### src/rtl/cpu_run_ctrl.sv
// Run/step clock-enable controller and debug-view display scanner for the single-cycle core.
// Optional ebreak trap in free-run: define EBREAK_TRAP_EN.
//
// state | meaning
// IDLE  | core halted, waiting for run level or step edge
// RUN   | free-run, one cpu_ce pulse per tick
// STEP  | single cpu_ce pulse just issued, returning to IDLE
// TRAP  | halted on ebreak in free-run, waits for run to drop
module cpu_run_ctrl #(
  parameter int DIV_W = 25,
  parameter int RF_N  = 32,
  parameter int DM_N  = 16
) (
  input  logic        i_clk,
  input  logic        i_rstn,
  input  logic        i_slow_sel,
  input  logic        i_run,
  input  logic        i_step,
  input  logic [3:0]  i_view_sel,
  input  logic [31:0] i_instr,
  input  logic [31:0] i_rf_rdata,
  input  logic [7:0]  i_dm_rdata,
  input  logic [31:0] i_alu_a,
  input  logic [31:0] i_alu_b,
  input  logic [31:0] i_alu_c,
  input  logic        i_alu_zero,
  output logic        o_cpu_ce,
  output logic [4:0]  o_rf_raddr,
  output logic [5:0]  o_dm_raddr,
  output logic [1:0]  o_alu_sel,
  output logic [31:0] o_disp_data,
  output logic [1:0]  o_state
);

  localparam int          PW      = DIV_W + 2;
  localparam logic [4:0]  RF_LAST = 5'(RF_N - 1);
  localparam logic [5:0]  DM_LAST = 6'(DM_N - 1);

  typedef enum logic [1:0] {
    S_IDLE = 2'b00,
    S_RUN  = 2'b01,
    S_STEP = 2'b10,
    S_TRAP = 2'b11
  } state_t;

  state_t      r_state;
  state_t      w_state_nxt;
  logic        r_cpu_ce;
  logic        w_cpu_ce_nxt;
  logic [PW-1:0] r_pcnt;
  logic        r_step_q;
  logic        w_tick;
  logic        w_step_rise;
  logic        w_is_ebreak;
  logic [4:0]  r_rf_raddr;
  logic [5:0]  r_dm_raddr;
  logic [1:0]  r_alu_sel;
  logic [31:0] r_disp_data;
  logic [31:0] w_alu_word;

  assign w_tick      = i_slow_sel ? (&r_pcnt) : (&r_pcnt[DIV_W-1:0]);
  assign w_step_rise = i_step & ~r_step_q;

`ifdef EBREAK_TRAP_EN
  assign w_is_ebreak = (i_instr == 32'h0010_0073);
`else
  assign w_is_ebreak = 1'b0;
`endif

  always_ff @(posedge i_clk or negedge i_rstn) begin
    if (!i_rstn) begin
      r_pcnt   <= '0;
      r_step_q <= 1'b0;
      r_state  <= S_IDLE;
      r_cpu_ce <= 1'b0;
    end else begin
      r_pcnt   <= r_pcnt + 1'b1;
      r_step_q <= i_step;
      r_state  <= w_state_nxt;
      r_cpu_ce <= w_cpu_ce_nxt;
    end
  end

  always_comb begin
    w_state_nxt  = r_state;
    w_cpu_ce_nxt = 1'b0;
    case (r_state)
      S_IDLE: begin
        // run has priority over a coincident step edge
        if (i_run) begin
          w_state_nxt = S_RUN;
        end else if (w_step_rise) begin
          w_state_nxt  = S_STEP;
          w_cpu_ce_nxt = 1'b1;
        end
      end
      S_STEP: w_state_nxt = S_IDLE;
      S_RUN: begin
        if (!i_run) begin
          w_state_nxt = S_IDLE;
        end else if (w_tick) begin
          if (w_is_ebreak) w_state_nxt = S_TRAP;
          else             w_cpu_ce_nxt = 1'b1;
        end
      end
      S_TRAP: if (!i_run) w_state_nxt = S_IDLE;
      default: w_state_nxt = S_IDLE;
    endcase
  end

  always_comb begin
    w_alu_word = i_alu_a;
    case (r_alu_sel)
      2'd0:    w_alu_word = i_alu_a;
      2'd1:    w_alu_word = i_alu_b;
      2'd2:    w_alu_word = i_alu_c;
      default: w_alu_word = {31'b0, i_alu_zero};
    endcase
  end

  // Each view captures data for the current address, then advances that view's address only.
  always_ff @(posedge i_clk or negedge i_rstn) begin
    if (!i_rstn) begin
      r_rf_raddr  <= '0;
      r_dm_raddr  <= '0;
      r_alu_sel   <= '0;
      r_disp_data <= '0;
    end else begin
      case (i_view_sel)
        4'b0100: if (w_tick) begin
          r_disp_data <= i_rf_rdata;
          r_rf_raddr  <= (r_rf_raddr == RF_LAST) ? 5'd0 : r_rf_raddr + 5'd1;
        end
        4'b0001: if (w_tick) begin
          r_disp_data <= {24'b0, i_dm_rdata};
          r_dm_raddr  <= (r_dm_raddr == DM_LAST) ? 6'd0 : r_dm_raddr + 6'd1;
        end
        4'b0010: if (w_tick) begin
          r_disp_data <= w_alu_word;
          r_alu_sel   <= r_alu_sel + 2'd1;
        end
        default: r_disp_data <= i_instr;
      endcase
    end
  end

  assign o_cpu_ce    = r_cpu_ce;
  assign o_state     = r_state;
  assign o_rf_raddr  = r_rf_raddr;
  assign o_dm_raddr  = r_dm_raddr;
  assign o_alu_sel   = r_alu_sel;
  assign o_disp_data = r_disp_data;

endmodule

### config.mk
export PLATFORM = sky130hd
export DESIGN_NAME = cpu_run_ctrl
export DESIGN_NICKNAME = d
export VERILOG_FILES = /design/src/rtl/cpu_run_ctrl.sv
export SDC_FILE = /design/constraint.sdc
export NUM_CORES = 1
export LEC_CHECK = 0
export CAP_MARGIN = 20
export CORE_MARGIN = 4
export CORE_UTILIZATION = 39
export CTS_CLUSTER_DIAMETER = 40
export DETAILED_ROUTE_END_ITERATION = 10
export GPL_TIMING_DRIVEN = 0
export HOLD_SLACK_MARGIN = 0.1
export PLACE_DENSITY = 0.81
export SETUP_SLACK_MARGIN = 0.3
export SKIP_LAST_GASP = 1
export SYNTH_ARGS = -nofsm -noshare
export SYNTH_HDL_FRONTEND = slang
export SYNTH_SLANG_ARGS = --single-unit
### constraint.sdc
create_clock -name i_clk -period 2.7 [get_ports i_clk]
set_input_delay 0.27 -clock i_clk [delete_from_list [all_inputs] [get_ports i_clk]]
set_output_delay 0.27 -clock i_clk [all_outputs]
set_load 0.05 [all_outputs]
* Word-level counts from Yosys, hierarchy flattened
Index checks and enable logic that the tools add are counted.
** Storage, ports and cells
- Output and inout port bits :: 48
- Input port bits :: 178
- Memory bits (read-only) :: 0
- Register bits :: 76
- Latch bits :: 0
- Word-level logic and storage cells :: 56
- Memories :: 0
- Memory bits (writable) :: 0
** Cells by class
- Equality and inequality tests :: 15
- Reductions and logical operators :: 10
- Multipliers :: 0
- Shifts and indexed selects :: 0
- Magnitude comparators :: 0
- Add/subtract/negate cells :: 4
- Bitwise logic cells :: 2
- Muxes and demuxes :: 17
- Divide/modulo/power cells :: 0
** Operators with widths (number)
- case mux 32 bit (3 select lines) :: 2
- 2-to-1 mux 32 bit :: 3
- adder 27 x 1 -> 27 bit, second input constant :: 1
- AND reduction 27 bit :: 1
- AND reduction 25 bit :: 1
- != test 2 bit, second input constant :: 4
- AND reduction 2 bit :: 4
- adder 6 x 1 -> 6 bit, second input constant :: 1
- equality test 2 bit, second input constant :: 3
- equality test 6 x 4 -> 1 bit, second input constant :: 1
- 2-to-1 mux 2 bit :: 3
- 2-to-1 mux 6 bit :: 1
- case mux 2 bit (3 select lines) :: 1
- adder 5 x 1 -> 5 bit, second input constant :: 1
- equality test 5 bit, second input constant :: 1
- 2-to-1 mux 1 bit :: 5
- 2-to-1 mux 5 bit :: 1
- equality test 2 x 1 -> 1 bit, second input constant :: 2
- equality test 4 x 1 -> 1 bit, second input constant :: 1
- equality test 4 x 2 -> 1 bit, second input constant :: 1
- equality test 4 x 3 -> 1 bit, second input constant :: 1
- logical NOT 2 bit :: 2
- != test 3 bit, second input constant :: 1
- AND reduction 3 bit :: 1
- 5 further kinds :: 5

* Longest topological paths before layout
- Depth in word-level cells :: 5
- Gate-level depth with buffers :: 7
- Gate-level depth less buffers :: 6

* Least setup slack after synthesis
Ideal clock, no wire load.
- Kind :: register to register
- From :: register r_alu_sel[0] (netlist: o_alu_sel[0])
- To :: register r_disp_data[2] (netlist: o_disp_data[2])
- Arrival :: 1.903 ns
- Stages on the path, launching flop included :: 8
- Required time :: 2.571 ns
- Slack :: 0.668 ns
- Setup time :: 0.129 ns
- Period minus slack after synthesis :: 2.032 ns
- Path buffers :: 1
- Cells stage by stage :: dfrtp_1 > inv_1 > ha_1 > clkbuf_1 > a222oi_1 > nor2_1 > a221oi_1 > a2bb2oi_1
** On the way
- Cells in the longest elaborated chain, start to end :: 4
- Elaborated cells between the ends (all ways) :: 6
- Classes of those cells :: eq/ne: 2; mux: 3; reduce/logical: 1
** RTL lines
- from (decl) :: RTL line 57 : logic [1:0] r_alu_sel;
- from (signal assigned) :: RTL line 140 : r_alu_sel <= r_alu_sel + 2'd1;
- equality test 2 bit, or another cell as far along :: RTL line 113 : case (r_alu_sel)
- case mux 32 bit (3 select lines) * :: RTL line 113
- 2-to-1 mux 32 bit * :: RTL line 138 : 4'b0010: if (w_tick) begin
- case mux 32 bit (3 select lines) * :: RTL line 129 : case (i_view_sel)
- to (signal assigned) :: RTL line 131 : r_disp_data <= i_rf_rdata;
- to (signal assigned) :: RTL line 139 : r_disp_data <= w_alu_word;
- to (signal assigned) :: RTL line 142 : default: r_disp_data <= i_instr;
- to (decl) :: RTL line 58 : logic [31:0] r_disp_data;
Every way passes the cells marked *; elsewhere a longest branch is shown, timed or not. The select of a mux whose other input is x is not followed.
A chain may end at the register's enable or synchronous reset.

* Worst setup path after layout
- From :: register r_pcnt[0]
- To :: register r_disp_data[4] (netlist: o_disp_data[4])
** On the way
- Cells in the longest elaborated chain, start to end :: 4
- Elaborated cells between the ends (all ways) :: 7
- Classes of those cells :: eq/ne: 3; mux: 1; reduce/logical: 3
** RTL lines
- from (decl) :: RTL line 50 : logic [PW-1:0] r_pcnt;
- from (signal assigned) :: RTL line 77 : r_pcnt <= r_pcnt + 1'b1;
- AND reduction 27 bit or AND reduction 25 bit (tied branches) :: RTL line 61 : assign w_tick = i_slow_sel ? (&r_pcnt) : (&r_pcnt[DIV_W-1:0]);
- 2-to-1 mux 1 bit * :: RTL line 61
- != test 2 bit (no line)
- AND reduction 3 bit (no line) *
- to (signal assigned) :: RTL line 131
- to (signal assigned) :: RTL line 135 : r_disp_data <= {24'b0, i_dm_rdata};
- to (signal assigned) :: RTL line 139
Every way passes the cells marked *; elsewhere a longest branch is shown, timed or not.

==> impl_metrics.toml <==
[status]
status = "complete, no violations"

[run]
drv_cap = 0

[worst_setup_path]
max_stage_delay_ns = 0.47
cp-end-kind = "flip-flop"
crit_start = "r_pcnt[0]"
critPathLaunchType = "flip-flop"
crit_arrival_ns = 2.45
path_max_fanout = 10
path_class = "reg -> reg"
r2r-start = "r_pcnt[0]"
path_buf_inv = 1
worstPathCellList = "ha_1 -> nand4_2 -> nor4_4 -> nand2_2 -> nand2_1 -> buf_4 -> a2bb2oi_1"
cp_slowest_cell = "nor4_4"
cp_top_family = "simple AND/OR/NAND/NOR gates"
cp.required_ns = 2.96

[sta]
post-route-period-util = 0.809
post-route-min-period_ns = 2.18
worst_pin_slew_ns = 0.634
fmax_mhz = 458
setup_viol = 0
grt_setup_unrepaired = "no"
slew_viol_final = 0
finalWorstSetupSlack_ns = 0.516
slew_headroom = 0.576
hold_viol = 0
worst_clock_skew_ns = 0.0134

[logic_synthesis]
ys_ff_latch = 76
synth_nets = 598
synth_warnings = 0
synthArstFlopShare = 1.00
synthMuxAreaShare = 0.0127
synth_area_um2 = 4130
synth-compound-area-share = 0.261
synth_ff_type = "dfrtp_1"
avgSynthCellArea_um2 = 10.0
synth_fa_ha_area_frac = 0.0242
yosys.area_share.xor_xnor = 0.0594
synth_edf_count = 0
ys_seq_area_frac = 0.460
synth_top_family_by_area = "compound AO/OA/AOI/OAI gates"
synth.distinct_cells = 46
synth_cells = 412
synthSimpleGateAreaFrac = 0.142

[power_and_ir_drop]
pwr-share-seq = 0.442
max-vdd-ir-drop_uv = 358
p_int_w = 0.00192
leakage_nw = 2.84
combPwrFrac = 0.282
p_sw_frac = 0.305
total_power_w = 0.00277
cellPowerDensity_nw_per_um2 = 410
p_sw_w = 0.000845
clkPwrFrac = 0.276

[placed_design]
port_buffers = 225
place.gp.congestion = 0.955
post-place-ws_ns = 0.221
hpwlAfterDp_um = 12400
place_inst = 774

[drt]
initialDrtViolationCount = 532
drc = 0
avgRoutedWirePerCell_um = 20.2
drt_wl_total_um = 16000
via_per_inst = 5.60
vias = 4426
antenna_left = 0
firstDrtPassIters = 6

[clocking]
clockBufferDepth = 2
post_cts_buffers = 0
cts.sinks = 76
cts-htree-levels = 3
root_buffer = "clkbuf_8"
clkSlewWorstSetupHoldPaths_ns = 0.09
cts_tree = "built"
clock_latency_ns = 0.35
cts_buffers = 9

[finish]
drive_gt1_frac = 0.0565
seqCellArea_um2 = 1900
final_cells = 791
antenna_cells = 0
multi_input_area_um2 = 2070
n_fill_cell = 834
layout_commonest_cell = "clkdlybuf4s50_1"
syn_to_final_growth_pct = 63.7
layout.nets = 836
final_cell_mix = "clkdlybuf4s50_1 (224), dfrtp_1 (76), nor2_1 (46)"

[floorplanning]
fp-row-count = 37
fp.dieH_um = 111
core_um2 = 10300
start_util = 0.400
num_io_pins = 226
dieArea_um2 = 12300
die_w_um = 111

[grt]
antenna_found_initial = 0
grt_pass1_vias = 4558
grtUsageTotal = 0.249
grt_pass1_wl_um = 24700
grt_max_degree = 73
overflow = 0

[min_path]
hold_path_class = "in -> async"
-- worst reg2reg max path, cell delays in order, from the launching register on --
cell and delay (ns):
dfrtp_1 0.39, ha_1 0.24, nand4_2 0.21, nor4_4 0.47, nand2_2 0.17, nand2_1 0.21
buf_4 0.22, a2bb2oi_1 0.20
-- cells in the mapped netlist, types with 2 or more instances --
library cell | n | area, um^2
nor3_1 | 4 | 20.0
nor2_1 | 46 | 173
nand3_1 | 16 | 80.1
a21boi_0 | 2 | 15.0
a31oi_1 | 2 | 12.5
xnor2_1 | 16 | 140
nand2_2 | 2 | 12.5
mux2_4 | 2 | 30.0
mux2_2 | 2 | 22.5
xor2_1 | 12 | 105
nor4_1 | 2 | 12.5
a222oi_1 | 32 | 320
nand2_1 | 13 | 48.8
nor2b_1 | 3 | 18.8
and2_1 | 3 | 18.8
dfrtp_1 | 76 | 1900
clkbuf_1 | 22 | 82.6
a221oi_1 | 7 | 61.3
buf_4 | 3 | 22.5
nand4_1 | 6 | 37.5
a21oi_1 | 27 | 135
o41ai_1 | 2 | 17.5
ha_1 | 8 | 100
inv_1 | 11 | 41.3
o21ai_0 | 36 | 180
o31ai_1 | 2 | 15.0
a21o_1 | 2 | 15.0
a2bb2oi_1 | 31 | 272
and3_1 | 5 | 31.3
-- final timing paths --
path / end / slack, ns / cells past startpoint
min in group i_clk: r_step_q / 0.41 / 1
setup reg to reg: o_disp_data[4] / 0.52 / 7
hold / removal: o_disp_data[24] / 0.27 / 2
max in group asynchronous: o_disp_data[8] / 1.86 / 3
setup / recovery: o_disp_data[4] / 0.52 / 7
hold reg to reg: r_pcnt[26] / 0.47 / 1
-- logic make-up (layout without fill, tap and decap cells) --
| logic type | after synthesis | after routing |
|---|---|---|
| compound gates | 147 | 147 |
| simple gates | 111 | 111 |
| flops | 76 | 76 |
| buf+inv | 38 | 281 |
| xor+xnor | 28 | 28 |
| fa+ha+maj | 8 | 8 |
| mux | 4 | 4 |
-- power by group through the flow --
stage	Clock (W)	Sequential [W]	Combinational, W
after floorplan	0	0.00143	0.000139
after global placement	0	0.00124	0.000765
after detailed placement	0	0.00125	0.000776
after CTS	0.000776	0.00122	0.000782
after global routing	0.000823	0.00123	0.000815
final	0.000764	0.00122	0.000780
-- through the flow --
step / TNS [ns] / hold slack [ns] / util / area [um^2]
after floorplan: 0 / -0.0256 / - / 4130
after global placement: -95.83 / 0.448 / 0.635 / 6550
after detailed placement: 0 / 0.0874 / 0.637 / 6580
after CTS: 0 / 0.243 / 0.654 / 6760
after global routing: 0 / 0.271 / 0.655 / 6760
final: 0 / 0.266 / 0.655 / 6760
-- sequential cells by signal, indices dropped and copies added, names as in the netlist --
signal       flops
o_alu_sel        2
o_cpu_ce         1
o_disp_data     32
o_dm_raddr       6
o_rf_raddr       5
o_state          2
r_pcnt          27
r_step_q         1
-- area by class of cell --
class | count | area share
inverters | 11 | 0.00611
clock inverters | 7 | 0.00648
multi-input cells | 298 | 0.306
repair buffers | 227 | 0.338
well taps | 136 | 0.0252
plain buffers | 27 | 0.0180
flip-flops and latches | 76 | 0.281
clock buffers | 9 | 0.0183
-- routing by layer --
| metal | global-route usage | part of all wire |
|---|---|---|
| met4 | 0.0829 | 0.028 |
| met1 | 0.314 | 0.41 |
| met3 | 0.0535 | 0.067 |
| met2 | 0.425 | 0.50 |
| met5 | 0 | 0 |
-- repair_timing --
item,in CTS,in global routing
endpoints found under the setup margin,0,9
hold buffers,1,0
hold endpoints to repair,76,0
resized for setup,0,1
No activity file was read; power rests on OpenSTA's default activity.
